## src/rtl/data_cache_if.sv

```systemverilog
// -----------------------------------------------------------------------------
// data_cache_if
// Bundles the CPU-side and memory-side signals of the data cache.
//   master : the environment (CPU + data memory) that drives requests and
//            memory responses
//   slave  : the cache itself
// Signals
//   read, write        CPU load / store request (held until busywait low)
//   address[7:0]       CPU byte address {tag[7:5], index[4:2], offset[1:0]}
//   writedata[7:0]     store byte
//   readdata[7:0]      load byte
//   busywait           stall request to the CPU
//   mem_read/mem_write block fetch / write-back request to data memory
//   mem_address[5:0]   block address {tag, index}
//   mem_writedata[31:0] block being written back, byte 0 in [7:0]
//   mem_readdata[31:0] block returned by memory, byte 0 in [7:0]
//   mem_busywait       memory busy; low in a transfer state means done
// -----------------------------------------------------------------------------
interface data_cache_if;
    logic        read;
    logic        write;
    logic [7:0]  address;
    logic [7:0]  writedata;
    logic [7:0]  readdata;
    logic        busywait;
    logic        mem_read;
    logic        mem_write;
    logic [5:0]  mem_address;
    logic [31:0] mem_writedata;
    logic [31:0] mem_readdata;
    logic        mem_busywait;

    modport master (
        output read, write, address, writedata, mem_readdata, mem_busywait,
        input  readdata, busywait, mem_read, mem_write, mem_address, mem_writedata
    );

    modport slave (
        input  read, write, address, writedata, mem_readdata, mem_busywait,
        output readdata, busywait, mem_read, mem_write, mem_address, mem_writedata
    );
endinterface

```

## src/rtl/data_cache.sv

```systemverilog
// -----------------------------------------------------------------------------
// data_cache
// Direct-mapped, write-back, write-allocate data cache: 8 lines of 4 bytes,
// 8-bit CPU byte address, 6-bit block address towards data memory.
// Ports
//   clk    system clock, all state changes on the rising edge
//   rst_n  asynchronous active-low reset (clears valid/dirty, FSM to IDLE)
//   bus    data_cache_if.slave, CPU and memory signals
//
// state     | meaning
// ----------+-----------------------------------------------------------
// IDLE      | serve hits with no stall; a miss starts a refill
// MEM_WRITE | write the dirty victim line back to memory
// MEM_READ  | fetch the requested block from memory
// UPDATE    | install fetched block, then re-evaluate the access as a hit
// -----------------------------------------------------------------------------
module data_cache (
    input logic         clk,
    input logic         rst_n,
    data_cache_if.slave bus
);
    typedef enum logic [1:0] {IDLE, MEM_READ, MEM_WRITE, UPDATE} state_t;

    state_t      state;
    state_t      state_nxt;

    logic [31:0] line_data [8];
    logic [2:0]  line_tag  [8];
    logic [7:0]  valid;
    logic [7:0]  dirty;

    logic [2:0]  tag;
    logic [2:0]  index;
    logic [1:0]  offset;
    logic [4:0]  bit_base;
    logic        access;
    logic        hit;
    logic        write_hit;

    logic        busywait;
    logic        mem_read;
    logic        mem_write;
    logic [5:0]  mem_address;
    logic [31:0] mem_writedata;

    assign tag      = bus.address[7:5];
    assign index    = bus.address[4:2];
    assign offset   = bus.address[1:0];
    assign bit_base = {offset, 3'b000};
    assign access   = bus.read | bus.write;
    assign hit      = valid[index] && (line_tag[index] == tag);

    // A store with both read and write asserted is handled as a write.
    assign write_hit = (state == IDLE) && bus.write && hit;

    assign bus.readdata = line_data[index][bit_base +: 8];

    // State register
    always_ff @(posedge clk or negedge rst_n) begin
        if (!rst_n) begin
            state <= IDLE;
        end else begin
            state <= state_nxt;
        end
    end

    // Next-state logic
    always_comb begin
        state_nxt = state;
        case (state)
            IDLE: begin
                if (access && !hit) begin
                    state_nxt = (valid[index] && dirty[index]) ? MEM_WRITE : MEM_READ;
                end
            end
            MEM_WRITE: begin
                if (!bus.mem_busywait) state_nxt = MEM_READ;
            end
            MEM_READ: begin
                if (!bus.mem_busywait) state_nxt = UPDATE;
            end
            UPDATE:  state_nxt = IDLE;
            default: state_nxt = IDLE;
        endcase
    end

    // Output logic; memory outputs are purely state-decoded so an async reset
    // clears them immediately.
    always_comb begin
        busywait      = 1'b1;
        mem_read      = 1'b0;
        mem_write     = 1'b0;
        mem_address   = 6'd0;
        mem_writedata = 32'd0;
        case (state)
            IDLE: begin
                busywait = access && !hit;
            end
            MEM_WRITE: begin
                mem_write     = 1'b1;
                mem_address   = {line_tag[index], index};
                mem_writedata = line_data[index];
            end
            MEM_READ: begin
                mem_read    = 1'b1;
                mem_address = {tag, index};
            end
            default: begin
                busywait = 1'b1;
            end
        endcase
    end

    assign bus.busywait      = busywait;
    assign bus.mem_read      = mem_read;
    assign bus.mem_write     = mem_write;
    assign bus.mem_address   = mem_address;
    assign bus.mem_writedata = mem_writedata;

    // Line data and tags carry no reset; valid bits gate their use.
    always_ff @(posedge clk) begin
        if (state == UPDATE) begin
            line_data[index] <= bus.mem_readdata;
            line_tag[index]  <= tag;
        end else if (write_hit) begin
            line_data[index][bit_base +: 8] <= bus.writedata;
        end
    end

    always_ff @(posedge clk or negedge rst_n) begin
        if (!rst_n) begin
            valid <= 8'd0;
            dirty <= 8'd0;
        end else if (state == UPDATE) begin
            valid[index] <= 1'b1;
            dirty[index] <= 1'b0;
        end else if (write_hit) begin
            dirty[index] <= 1'b1;
        end
    end
endmodule

```

## src/flat_wrapper.sv

```systemverilog
// flat-port wrapper written by rule: the top's interface ports become plain ports
module data_cache_flat 
  (clk, rst_n, bus_read, bus_write, bus_address, bus_writedata, bus_mem_readdata, bus_mem_busywait, bus_readdata, bus_busywait, bus_mem_read, bus_mem_write, bus_mem_address, bus_mem_writedata);
  data_cache_if bus_i ();
  input logic clk;
  input logic rst_n;
  input wire logic [$bits(bus_i.read)-1:0] bus_read;
  input wire logic [$bits(bus_i.write)-1:0] bus_write;
  input wire logic [$bits(bus_i.address)-1:0] bus_address;
  input wire logic [$bits(bus_i.writedata)-1:0] bus_writedata;
  input wire logic [$bits(bus_i.mem_readdata)-1:0] bus_mem_readdata;
  input wire logic [$bits(bus_i.mem_busywait)-1:0] bus_mem_busywait;
  output wire logic [$bits(bus_i.readdata)-1:0] bus_readdata;
  output wire logic [$bits(bus_i.busywait)-1:0] bus_busywait;
  output wire logic [$bits(bus_i.mem_read)-1:0] bus_mem_read;
  output wire logic [$bits(bus_i.mem_write)-1:0] bus_mem_write;
  output wire logic [$bits(bus_i.mem_address)-1:0] bus_mem_address;
  output wire logic [$bits(bus_i.mem_writedata)-1:0] bus_mem_writedata;
  assign bus_i.read = bus_read;
  assign bus_i.write = bus_write;
  assign bus_i.address = bus_address;
  assign bus_i.writedata = bus_writedata;
  assign bus_i.mem_readdata = bus_mem_readdata;
  assign bus_i.mem_busywait = bus_mem_busywait;
  assign bus_readdata = bus_i.readdata;
  assign bus_busywait = bus_i.busywait;
  assign bus_mem_read = bus_i.mem_read;
  assign bus_mem_write = bus_i.mem_write;
  assign bus_mem_address = bus_i.mem_address;
  assign bus_mem_writedata = bus_i.mem_writedata;
  data_cache u_core (.clk(clk), .rst_n(rst_n), .bus(bus_i));
endmodule
```

## config.mk

```make
export PLATFORM = sky130hd
export DESIGN_NAME = data_cache_flat
export DESIGN_NICKNAME = d
export VERILOG_FILES = /design/src/rtl/data_cache_if.sv /design/src/rtl/data_cache.sv /design/src/flat_wrapper.sv
export SDC_FILE = /design/constraint.sdc
export NUM_CORES = 1
export LEC_CHECK = 0
export ABC_AREA = 1
export BUFFER_PORTS_ARGS = -buffer_cell sky130_fd_sc_hd__clkbuf_2
export CORE_MARGIN = 4
export CORE_UTILIZATION = 60
export CTS_CLUSTER_DIAMETER = 60
export DETAILED_ROUTE_END_ITERATION = 10
export GPL_ROUTABILITY_DRIVEN = 0
export PLACE_DENSITY = 0.86
export SETUP_SLACK_MARGIN = 0.15
export SLEW_MARGIN = 30
export SYNTH_ARGS = -nofsm -noshare
export SYNTH_HDL_FRONTEND = slang
export SYNTH_SLANG_ARGS = --single-unit
```

## constraint.sdc

```tcl
create_clock -name clk -period 5.25 [get_ports clk]
set_input_delay 1.3125 -clock clk [delete_from_list [all_inputs] [get_ports clk]]
set_output_delay 1.3125 -clock clk [all_outputs]
set_load 0.02 [all_outputs]
```

==> reports/results.tsv <==
metric	value	unit
WP data arrival	3.58	ns
yosys warns	0	
Routed WL per cell	23.6	um
clock sinks	298	
Slew headroom	32.4	%
largest net degree at the start of global routing	34	
vias per cell	6.42	
Synth Register Bits	298	
Die Area	23700	um2
CTS tree	done	
leakage power	5.68	nW
DRT iter0 DRCs	1303	
fin nets	1282	
fmax	204	MHz
FP Rows	53	
area of the multi-input gates	3310	um2
Hold Crit Start	u_core.valid[3]	
crit path launch type	primary input	
actual slew at the worst max-slew pin	1.00	ns
Commonest cells post-synth	nand2_1, edfxtp_1, a21oi_1	
syn avg cell area	11.7	um2
Starting Density	60.9	%
crit path capture type	primary output	
crit path from	bus_address[2]	
Hold Fails Final Rpt	0	
net count after synthesis	1155	
placed instance count	1464	
Yosys top cell area share	65.9	%
Routed WL	35.8	mm
setup TNS	0	ns
Peak supply drop	284	uV
Worst Reg-to-Reg Cells	11	
most numerous cell in the Yosys netlist	nand2_1	
CORE AREA	21000	um2
Setup CP Type	in2out	
RSZ-0062 raised after global routing	no	
Ports	102	
post-synthesis cell area	12800	um2
total number of vias	9747	
Layout area overhead	15.0	%
Finish-stage setup viols	0	
power per cell area	381	nW/um2
Worst-path clk slew	0.06	ns
cts bufs inserted	29	
top_reg_cell synth	edfxtp_1	
share of cells above drive strength 1	17.2	%
Distinct cells, synth	35	
Root Driver	clkbuf_16	
R2R Path End	u_core.line_data[2][3]	
EDFF count, synth	280	
hold crit path type	reg2reg	
Overflow after GRT	0	
status	finished, final reports clean	
HPWL Detailed	22.5	mm
H-tree lvl count	1	
register area share after synthesis	69.4	%
top cells by area, synth	edfxtp_1, nand2_1, dfrtp_1	
Critical Path RT	3.94	ns
total track usage	29.4	%
post-cts hold buffer count	0	
diode count	0	
cts repair resizes	0	
antenna violations before repair	0	
vias in the first global route	9299	
Setup Skew	0.00797	ns
Worst Hold End	u_core.valid[3]	
clock buffer depth	3	
Die Span X	154	um
asr flop ratio synth	6.04	%
final period utilization	93.2	%
register area	8860	um2
leading area contributor after synthesis	edfxtp_1	
DRC Markers	0	
antenna-violating nets left	0	
Hold Path Cell Cnt	2	
r2r setup slk	2.19	ns
critical-path maximum fanout	31	
die outline height	154	um
Critical R2R Launch	u_core.line_tag[2][2]	
postcts setup bufs	0	
Synth Instances	1093	
Pre-Repair DR Iteration Count	7	
max-cap viol count	0	
filler cell count	1377	
Final Non-Filler Cells	1518	
first-pass GRT wire length	53.0	mm
Worst-Skew Late Latency	0.55	ns
# port buffers	101	
Slew Viols, Final	0	
post-route minimum period	4.89	ns
how the worst max path moves through the flow:
stage | end | cells past startpoint
2_1_floorplan | bus_readdata[4] | 9
3_3_place_gp | bus_readdata[7] | 9
3_5_place_dp | bus_readdata[2] | 12
4_1_cts | bus_readdata[2] | 12
5_1_grt | bus_readdata[2] | 12
6_report | bus_readdata[2] | 12
stage by stage:
| stage | util, % | total power, mW | cell area, um2 | setup slack, ns | hold WS (ns) |
|---|---|---|---|---|---|
| after floorplan | - | 3.31 | 12800 | 1.03 | 0.427 |
| after global placement | 65.8 | 3.61 | 13800 | 0.544 | 0.444 |
| after detailed placement | 65.8 | 3.63 | 13800 | 0.429 | 0.454 |
| after CTS | 70.0 | 5.56 | 14700 | 0.422 | 0.469 |
| after global routing | 70.0 | 5.76 | 14700 | 0.162 | 0.494 |
| final | 70.0 | 5.59 | 14700 | 0.356 | 0.461 |
kinds of logic after synthesis:
group / Yosys count / synth area share (%)
AO/OA/AOI/OAI: 203 / 10.1
adder cells (fa/ha/maj): 9 / 0.883
buffers and inverters: 136 / 4.71
flip-flops: 298 / 69.4
AND/OR/NAND/NOR: 447 / 14.8
state kept, by name (all words and copies together), names as in the netlist, named ones only:
signal            count
u_core.state          2
u_core.valid          8
u_core.line_data    256
u_core.line_tag      24
power breakdown:
part,total (mW),switching (mW),internal [mW]
Clock,1.97,0.854,1.12
Combinational,0.863,0.630,0.233
Sequential,2.75,0.0366,2.72
Total,5.59,1.52,4.07
cells in the final DEF (no fill, tap or decap), types with 7 or more instances in the layout:
cell,count
a22o_1,12
clkbuf_2,101
o21ai_0,35
a221oi_1,46
nor3_1,9
nand3_1,56
o21ai_1,18
ha_1,9
dfrtp_1,18
nand2_1,304
nand4_1,24
a21oi_1,67
clkinv_1,10
edfxtp_1,280
buf_4,52
o2bb2ai_1,7
nor2_1,38
clkbuf_16,29
o22ai_1,7
inv_1,66
clkbuf_1,10
cell type report:
| class | count | share of cell area (%) |
|---|---|---|
| Clock inverter | 15 | 0.861 |
| Timing Repair Buffer | 158 | 6.79 |
| Inverter | 74 | 1.89 |
| Tap cell | 275 | 2.34 |
| Clock buffer | 39 | 5.20 |
| Sequential cell | 298 | 60.4 |
| Multi-Input combinational cell | 659 | 22.6 |
critical path: stages:
cell and delay, ns:
clkbuf_2 0.40, inv_2 0.22, nand2_2 0.12, inv_1 0.07, buf_12 0.18, nand2_1 0.08
nand2_1 0.06, a221oi_1 0.33, nand3_1 0.21, nand3_1 0.19, o21ai_0 0.19, clkbuf_2 0.20
metal layers:
layer	vias up	share of wire [%]	GRT usage [%]
li1	4192	-	-
met1	4620	34	38.7
met2	800	47	46.8
met3	135	14	7.37
met4	0	4.7	12.9
met5	-	0	0
No activity file was read; power rests on OpenSTA's default activity.
